**src/rtl/dct_pkg.sv**
```systemverilog
// rtl/dct_pkg.sv - shared constants, types and size decode for the DCT serial receive path
package dct_pkg;

    localparam int IDX_W  = 5;
    localparam int COEF_W = 16;

    localparam logic [2:0] SIZE_4  = 3'd0;
    localparam logic [2:0] SIZE_8  = 3'd1;
    localparam logic [2:0] SIZE_16 = 3'd2;
    localparam logic [2:0] SIZE_32 = 3'd3;

    typedef logic [IDX_W-1:0]  idx_t;
    typedef logic [COEF_W-1:0] coef_t;

    // Codes 3..7 all select the full 32-coefficient block.
    function automatic logic [5:0] size_to_n(input logic [2:0] code);
        case (code)
            SIZE_4:  return 6'd4;
            SIZE_8:  return 6'd8;
            SIZE_16: return 6'd16;
            default: return 6'd32;
        endcase
    endfunction

endpackage

```
**src/rtl/dct_sync_fifo.sv**
```systemverilog
// rtl/dct_sync_fifo.sv - first-word-fall-through FIFO; accepts a push when full if a pop happens in the same cycle
module dct_sync_fifo #(
    parameter int WIDTH = 22,
    parameter int DEPTH = 4
) (
    input  logic             clk,
    input  logic             rst,
    input  logic             push,
    input  logic [WIDTH-1:0] push_data,
    output logic             push_ok,
    input  logic             pop,
    output logic [WIDTH-1:0] head,
    output logic             empty
);

    localparam int AW = $clog2(DEPTH);
    localparam logic [AW:0] FULL_CNT = (AW+1)'(DEPTH);

    logic [WIDTH-1:0] mem [DEPTH];
    logic [AW-1:0]    wr_ptr;
    logic [AW-1:0]    rd_ptr;
    logic [AW:0]      count;
    logic             full;
    logic             pop_ok;

    assign full    = (count == FULL_CNT);
    assign empty   = (count == '0);
    assign pop_ok  = pop && !empty;
    assign push_ok = push && (!full || pop_ok);
    assign head    = mem[rd_ptr];

    // Storage is cleared on reset so the head word reads as zero afterwards.
    always_ff @(posedge clk) begin
        if (rst) begin
            wr_ptr <= '0;
            rd_ptr <= '0;
            count  <= '0;
            for (int i = 0; i < DEPTH; i++) mem[i] <= '0;
        end else begin
            if (push_ok) begin
                mem[wr_ptr] <= push_data;
                wr_ptr      <= wr_ptr + 1'b1;
            end
            if (pop_ok) rd_ptr <= rd_ptr + 1'b1;
            count <= count + {{AW{1'b0}}, push_ok} - {{AW{1'b0}}, pop_ok};
        end
    end

endmodule

```
**src/rtl/dct_serial_rx.sv**
```systemverilog
// rtl/dct_serial_rx.sv - deserializes the DCT core result stream into indexed words behind a FIFO
module dct_serial_rx
    import dct_pkg::*;
#(
    parameter int W         = 16,
    parameter int DEPTH     = 4,
    parameter bit MSB_FIRST = 1'b1
) (
    input  logic         iClk,
    input  logic         iRst,
    input  logic         iSDAT,
    input  logic         iSVAL,
    input  logic [2:0]   iSize,
    output logic [W-1:0] oData,
    output logic [4:0]   oIdx,
    output logic         oLast,
    output logic         oValid,
    input  logic         iReady,
    output logic         oOverflow,
    input  logic         iClrErr,
    output logic         oBusy
);

    localparam int CNT_W = $clog2(W);
    localparam int ENT_W = W + IDX_W + 1;
    localparam logic [CNT_W-1:0] LAST_BIT = CNT_W'(W - 1);

    logic [W-1:0]     shift_q;
    logic [W-1:0]     shift_next;
    logic [CNT_W-1:0] bit_cnt;
    idx_t             idx;
    logic [5:0]       n_lat;
    logic [5:0]       n_eff;
    idx_t             last_idx;
    logic             block_start;
    logic             is_last;
    logic             word_done;
    logic             push_ok;
    logic             fifo_empty;
    logic [ENT_W-1:0] head;

    assign block_start = (bit_cnt == '0) && (idx == '0);
    assign word_done   = iSVAL && (bit_cnt == LAST_BIT);

    // The size in force for the word being assembled; a fresh block samples iSize directly.
    always_comb begin
        shift_next = MSB_FIRST ? {shift_q[W-2:0], iSDAT} : {iSDAT, shift_q[W-1:1]};
        n_eff      = block_start ? size_to_n(iSize) : n_lat;
        last_idx   = IDX_W'(n_eff - 6'd1);
        is_last    = (idx == last_idx);
    end

    always_ff @(posedge iClk) begin
        if (iRst) begin
            shift_q   <= '0;
            bit_cnt   <= '0;
            idx       <= '0;
            n_lat     <= 6'd32;
            oOverflow <= 1'b0;
        end else begin
            if (iSVAL) begin
                shift_q <= shift_next;
                if (block_start) n_lat <= size_to_n(iSize);
                if (word_done) begin
                    bit_cnt <= '0;
                    // Index advances even on a dropped word to keep block alignment.
                    idx     <= is_last ? '0 : idx + 1'b1;
                end else begin
                    bit_cnt <= bit_cnt + 1'b1;
                end
            end
            if (word_done && !push_ok) oOverflow <= 1'b1;
            else if (iClrErr)          oOverflow <= 1'b0;
        end
    end

    dct_sync_fifo #(
        .WIDTH (ENT_W),
        .DEPTH (DEPTH)
    ) u_fifo (
        .clk       (iClk),
        .rst       (iRst),
        .push      (word_done),
        .push_data ({shift_next, idx, is_last}),
        .push_ok   (push_ok),
        .pop       (iReady),
        .head      (head),
        .empty     (fifo_empty)
    );

    assign oValid               = !fifo_empty;
    assign {oData, oIdx, oLast} = head;
    assign oBusy                = (bit_cnt != '0) || (idx != '0);

endmodule

```
**config.mk**
```make
export PLATFORM = sky130hd
export DESIGN_NAME = dct_serial_rx
export DESIGN_NICKNAME = d
export VERILOG_FILES = /design/src/rtl/dct_pkg.sv /design/src/rtl/dct_sync_fifo.sv /design/src/rtl/dct_serial_rx.sv
export SDC_FILE = /design/constraint.sdc
export NUM_CORES = 1
export LEC_CHECK = 0
export CAP_MARGIN = 10
export CORE_UTILIZATION = 53
export DETAILED_ROUTE_END_ITERATION = 10
export GPL_ROUTABILITY_DRIVEN = 0
export PLACE_DENSITY = 0.81
export SKIP_LAST_GASP = 1
export SLEW_MARGIN = 20
export SYNTH_ARGS = -nofsm -noshare
export SYNTH_HDL_FRONTEND = slang
export SYNTH_SLANG_ARGS = --single-unit
export TNS_END_PERCENT = 1
```
**constraint.sdc**
```tcl
create_clock -name iClk -period 3.57 [get_ports iClk]
set_clock_uncertainty 0.1 [all_clocks]
set_input_delay 0.714 -clock iClk [delete_from_list [all_inputs] [get_ports iClk]]
set_output_delay 0.714 -clock iClk [all_outputs]
set_load 0.01 [all_outputs]
```
==> impl_metrics.tcl, run 1 <==
set metrics [dict create \
    drc 0 \
    grt_usage_pct 21.56 \
    root_buffer "clkbuf_8" \
    dp_hpwl_um 6218 \
    path_class "flip-flop to primary output" \
    cts_made_buffers 17 \
    initial_core_util_pct 54.22 \
    fmax_mhz 314.7 \
    timing.rr.start "idx[1]" \
    clkTransAtPathRegs_ns 0.06 \
    cts_resized 0 \
    drt_iter0_drc 277 \
    r2r-end "u_fifo.mem[1][0]" \
    synth.area.top_cells "edfxtp_1 47%, dfxtp_1 14%, mux4_2 8.9%, nor2_1 4.9%, mux2i_1 3.4%" \
    drv_cap 0 \
    grt_pass1_vias 3503 \
    cts_max_path_buffers 2 \
    p_per_area_mw_per_mm2 609.5 \
    grt_pass1_wl_um 17750 \
    utilization_pct 64.79 \
    synth_seq_cells 127 \
    synth_edf_count 88 \
    holdWs_ns 0.3814 \
    hold_class "flip-flop to flip-flop" \
    diodes 0 \
    synth.avg_cell_area_um2 12.64 \
    p_total_uw 4059 \
    switching_share_pct 25.55 \
    dieArea_mm2 0.01093 \
    vias_per_cell 5.504 \
    p_sw_uw 1037 \
    synth_top_cell_area_share_pct 47.42 \
    grt_max_degree 39 \
    tightestPinTransition_ns 1.026 \
    hold_end "n_lat[4]" \
    die_h_um 104.5 \
    synth_nets 458 \
    synth_warnings 0 \
    synth_top_area_cell "edfxtp_1" \
    hold_start "n_lat[4]" \
    endpoint_kind "primary output" \
    cpMaxStageDelayCell "mux4_2" \
    fin_crit_ns 3.177 \
    area_growth_pct 19.49 \
    run_status "completed" \
    cts_tree "done" \
    power.leakage_uw 0.002536 \
    synth_cell_type_count 47 \
    ff2ff_setup_slack_ns 0.56 \
    peakVddDrop_mv 0.4479 \
    synth_area_mm2 0.005573 \
    drive_gt1_share_pct 16.50 \
    synth_top_flop_cell "edfxtp_1" \
    max-slew-margin-rel_pct 31.46 \
    io_pins 34 \
    htreeDepth 4 \
    post-cts-setup-buffers 0 \
    insertion_delay_ns 0.52 \
    crit_arrival_ns 2.36 \
    cts_hold_buffers 0 \
    cp_slowest_stage_delay_ns 0.60 \
    drtPass1Iterations 5 \
    rsz0062_at_grt "no" \
    finalMaxSlewViolations 0 \
    wl_per_cell_um 17.08 \
    crit_path_max_fanout 22 \
    intPower_uw 3022 \
    die_x_um 104.5 \
    clock_power_share_pct 38.9 \
    required_ns 2.76 \
    routed_wirelength_um 10810 \
    vias 3484 \
    nets 501 \
    coreArea_mm2 0.01028 \
    hold_violations 0 \
    crit_family "buffers and inverters" \
    placedInstanceArea_mm2 0.006105 \
    port_buffers 33 \
    antenna_left 0 \
    path_buf_inv 2 \
    row_count 37 \
    yosysSeqAreaShare_pct 61.43 \
    start_kind "flip-flop" \
    hold_depth 2 \
    design_area_mm2 0.006659 \
    n_fill_cell 746 \
    worstRegToRegCells 11 \
    overflow 0 \
    clock-sinks 127 \
    synthArstFlopShare_pct 0 \
    fin_crit_sh_pct 89.00 \
    combPwrFrac_pct 19.5 \
    finalSetupViolCount 0 \
    fin_tns_setup_ns 0 \
    seq_power_share_pct 41.6 \
    netlist_instances 441 \
    path_cells "buf_4, mux4_2, clkdlybuf4s50_1" \
    antenna_found_initial 0 \
]
## layer usage
| metal | track usage [%] | vias to the layer above | part of all wire [%] |
|---|---|---|---|
| met1 | 27.34 | 1705 | 42 |
| met2 | 35.19 | 124 | 51 |
| met5 | 0 | - | 0 |
| met3 | 5.552 | 12 | 5.4 |
| met4 | 9.184 | 0 | 1.3 |
| li1 | - | 1643 | - |
## power groups by stage
stage	combinational, uW	clock [uW]	sequential [uW]
global route	855	1650	1700
floorplan	482	0	1720
finish	791	1580	1690
detailed placement	798	0	1720
CTS	802	1590	1690
global placement	781	0	1710
## placed cells by master (no fill, tap or decap), drive strengths merged, types with 7 or more instances in the layout
cell type	count
dfxtp	39
nor2	74
edfxtp	88
and2	20
clkbuf	17
inv	35
clkinv	9
xnor2	8
clkdlybuf4s50	33
ha	7
nand2	36
nor3	8
buf	12
mux2i	19
mux4	22
## synthesized netlist by cell type (5+ instances only)
cell type	number
buf_2	5
mux2i_1	19
mux4_2	22
nor2b_1	6
edfxtp_1	88
clkbuf_1	14
inv_1	32
xnor2_1	8
xor2_1	6
and2_1	20
nor2_1	73
a21oi_1	6
dfxtp_1	39
ha_1	7
nand2_1	35
nor3_1	5
## worst reg2reg max path, cell delays in order, from the launching register on
cell	delay, ns
dfxtp_1	0.48
inv_1	0.11
ha_1	0.21
and4bb_4	0.22
a21boi_1	0.20
inv_1	0.07
ha_1	0.27
xnor2_1	0.20
or3_1	0.17
nand4_2	0.18
or3_4	0.45
nor3_2	0.16
## cell families after synthesis
| group | synth area share (%) |
|---|---|
| mux | 12.30 |
| compound gates | 3.031 |
| fa+ha+maj | 1.931 |
| xor+xnor | 2.200 |
| simple gates | 15.42 |
| buf+inv | 3.682 |
| flops | 61.43 |
## sequential cells by signal, summed over array words and instances (netlist names), named ones only
register / cells
idx: 5
u_fifo.count: 3
oOverflow: 1
n_lat: 5
u_fifo.rd_ptr: 2
u_fifo.mem: 88
shift_q: 15
u_fifo.wr_ptr: 2
bit_cnt: 4
## per-stage QoR
step	instances	worst slack [ns]
after detailed placement	601	0.5857
after floorplan	441	-0.01426
after CTS	633	0.3583
final	633	0.3928
after global routing	633	0.2788
after global placement	601	0.6220
## worst max-delay path by stage
stage | endpoint | depth (start not counted) | slack [ns] | startpoint
after floorplan | u_fifo.mem[1][0] | 5 | -0.01 | iSVAL
after CTS | oIdx[0] | 3 | 0.36 | flip-flop
after detailed placement | u_fifo.mem[0][7] | 6 | 0.59 | iSVAL
final | oIdx[0] | 3 | 0.39 | flip-flop
after global placement | u_fifo.mem[0][8] | 6 | 0.62 | iSVAL
after global routing | oIdx[0] | 3 | 0.28 | flip-flop
## area by class of cell
| type | count | area (um2) | share of cell area [%] |
|---|---|---|---|
| sequential | 127 | 3423 | 51.41 |
| multi-input combinational | 261 | 1971 | 29.59 |
| timing repair buffer | 45 | 420.4 | 6.313 |
| clock buffer | 17 | 414.1 | 6.219 |
| tap | 136 | 170.2 | 2.555 |
| clock inverter | 15 | 140.1 | 2.104 |
| inverter | 32 | 120.1 | 1.804 |
Note: power is estimated with default switching activity, not from simulation.
==> inputs of run 2 (changes only) <==
--- a/config.mk
+++ b/config.mk
@@ -6,10 +6,10 @@
 export NUM_CORES = 1
 export LEC_CHECK = 0
 export CAP_MARGIN = 10
-export CORE_UTILIZATION = 53
+export CORE_UTILIZATION = 50
 export DETAILED_ROUTE_END_ITERATION = 10
 export GPL_ROUTABILITY_DRIVEN = 0
-export PLACE_DENSITY = 0.81
+export PLACE_DENSITY = 0.78
 export SKIP_LAST_GASP = 1
 export SLEW_MARGIN = 20
 export SYNTH_ARGS = -nofsm -noshare
==> run 2 against run 1 <==
Against the previous run: register-to-register slack improved by 0.10 ns; critical path depth did not move; cell count rose by 0.63%; hold slack improved by 0.0091 ns; sequential power barely moved; clock power rose by 25%; critical endpoint is now oIdx[2]; largest cell class unchanged; highest routed layer unchanged.
==> impl_metrics.tcl, run 2 (synthesized netlist as in run 1, its figures left out) <==
set metrics [dict create \
    dieArea_mm2 0.01157 \
    io_pins 34 \
    antenna_found_initial 0 \
    die_x_um 107.6 \
    path_cells "buf_4, mux4_2, clkdlybuf4s50_1" \
    utilization_pct 62.63 \
    final_cells 637 \
    drtPass1Iterations 4 \
    grt_pass1_wl_um 17420 \
    htreeDepth 4 \
    cts_made_buffers 17 \
    path_buf_inv 2 \
    ff2ff_setup_slack_ns 0.66 \
    clkTransAtPathRegs_ns 0.06 \
    fin_tns_setup_ns 0 \
    layout_commonest_cell "edfxtp_1" \
    peakVddDrop_mv 0.5983 \
    grt_max_degree 39 \
    grt_usage_pct 20.62 \
    wl_per_cell_um 17.28 \
    endpoint_kind "primary output" \
    worstSetupPathDepth 3 \
    hold_start "n_lat[4]" \
    largestRegisters "u_fifo.mem: 88 flops, shift_q: 15 flops" \
    path_class "flip-flop to primary output" \
    fin_ws_ns 0.4346 \
    diodes 0 \
    tightestPinTransition_ns 0.9993 \
    root_buffer "clkbuf_8" \
    final_cell_mix "88 x edfxtp_1, 73 x nor2_1, 39 x dfxtp_1" \
    grt_pass1_vias 3463 \
    start_kind "flip-flop" \
    power.leakage_uw 0.002593 \
    fmax_mhz 318.9 \
    placedInstanceArea_mm2 0.006110 \
    nets 501 \
    dp_hpwl_um 6467 \
    vias 3449 \
    cts_max_path_buffers 2 \
    rsz0062_at_grt "no" \
    dp.cells 605 \
    insertion_delay_ns 0.52 \
    preCtsSetupSlack_ns 0.5804 \
    port_buffers 33 \
    finalSetupViolCount 0 \
    drc 0 \
    vias_per_cell 5.414 \
    drive_gt1_share_pct 16.30 \
    max-slew-margin-rel_pct 33.22 \
    crit_family "buffers and inverters" \
    drt_iter0_drc 219 \
    cts_resized 0 \
    fin_crit_sh_pct 87.83 \
    overflow 0 \
    n_fill_cell 794 \
    hold_violations 0 \
    cts_tree "done" \
    crit_arrival_ns 2.32 \
    timing.rr.start "idx[1]" \
    row_count 38 \
    largest-register "u_fifo.mem" \
    largest_reg_flops 88 \
    clock-sinks 127 \
    r2r-end "u_fifo.mem[1][0]" \
    area_growth_pct 21.82 \
    worstRegToRegCells 11 \
    initial_core_util_pct 51.41 \
    drv_cap 0 \
    hold_end "n_lat[4]" \
    finalMaxSlewViolations 0 \
    routed_wirelength_um 11010 \
    design_area_mm2 0.006789 \
    cts_hold_buffers 0 \
    die_h_um 107.6 \
    cpMaxStageDelayCell "mux4_2" \
    cp_slowest_stage_delay_ns 0.59 \
    antenna_left 0 \
    hold_class "flip-flop to flip-flop" \
    hold_depth 2 \
    p_per_area_mw_per_mm2 655.9 \
    fin_crit_ns 3.135 \
    coreArea_mm2 0.01084 \
    required_ns 2.76 \
    crit_path_max_fanout 22 \
    run_status "completed" \
    post-cts-setup-buffers 0 \
]
[run 2: changes by cell type in the layout (fill, tap and decap cells not counted)]
cell	delta
bufinv_16	+6
clkbuf_1	+1
clkinv_4	-6
clkinvlp_2	-1
clkinvlp_4	+1
inv_6	-1
[run 2: metrics by stage]
stage	total power, uW	hold WS [ns]
after floorplan	2198	0.3559
after global placement	2492	0.3705
after detailed placement	2516	0.3843
after CTS	4490	0.3929
after global routing	4603	0.4219
final	4453	0.3905
[run 2: worst max path at each step]
stage	to	slack, ns	start
3_5_place_dp	u_fifo.mem[0][13]	0.58	iSVAL
4_1_cts	oIdx[2]	0.37	flip-flop
6_report	oIdx[2]	0.43	flip-flop
3_3_place_gp	u_fifo.mem[0][14]	0.66	iSVAL
2_1_floorplan	u_fifo.mem[1][0]	-0.01	iSVAL
5_1_grt	oLast	0.28	flip-flop
[run 2: final cells by class]
| cell class | instances | area, um2 | area share (%) |
|---|---|---|---|
| clock inverter | 14 | 261.5 | 3.852 |
| timing repair buffer | 45 | 420.4 | 6.192 |
| clock buffer | 18 | 417.9 | 6.156 |
| tap | 140 | 175.2 | 2.580 |
| sequential | 127 | 3423 | 50.42 |
| multi-input combinational | 261 | 1971 | 29.03 |
| inverter | 32 | 120.1 | 1.769 |
[run 2: power by group]
group | switching, uW | total (uW) | internal, uW | leakage (uW)
registers | 41.5 | 1690 | 1650 | 0.00119
logic | 339 | 782 | 443 | 0.00108
clock network | 632 | 1980 | 1350 | 0.000326
total | 1010 | 4450 | 3440 | 0.00259
[run 2: worst register-to-register path, cell delays in order, from the launching register on]
cell,delay [ns]
dfxtp_1,0.46
inv_1,0.11
ha_1,0.21
and4bb_4,0.22
a21boi_1,0.19
inv_1,0.07
ha_1,0.27
xnor2_1,0.17
or3_1,0.14
nand4_2,0.18
or3_4,0.45
nor3_2,0.15
[run 2: per-layer routing]
layer  track usage [%]  share of wire, %
met4             7.143              0.94
met2             34.48                51
met5                 0                 0
met3             6.416               5.6
met1             25.23                42
==> inputs of run 3 (changes only) <==
--- a/config.mk
+++ b/config.mk
@@ -7,6 +7,7 @@
 export LEC_CHECK = 0
 export CAP_MARGIN = 10
 export CORE_UTILIZATION = 50
+export CTS_CLUSTER_DIAMETER = 80
 export DETAILED_ROUTE_END_ITERATION = 10
 export GPL_ROUTABILITY_DRIVEN = 0
 export PLACE_DENSITY = 0.78
==> results of run 3 <==
Final layout, timing and power as in run 2 (identical DEF).
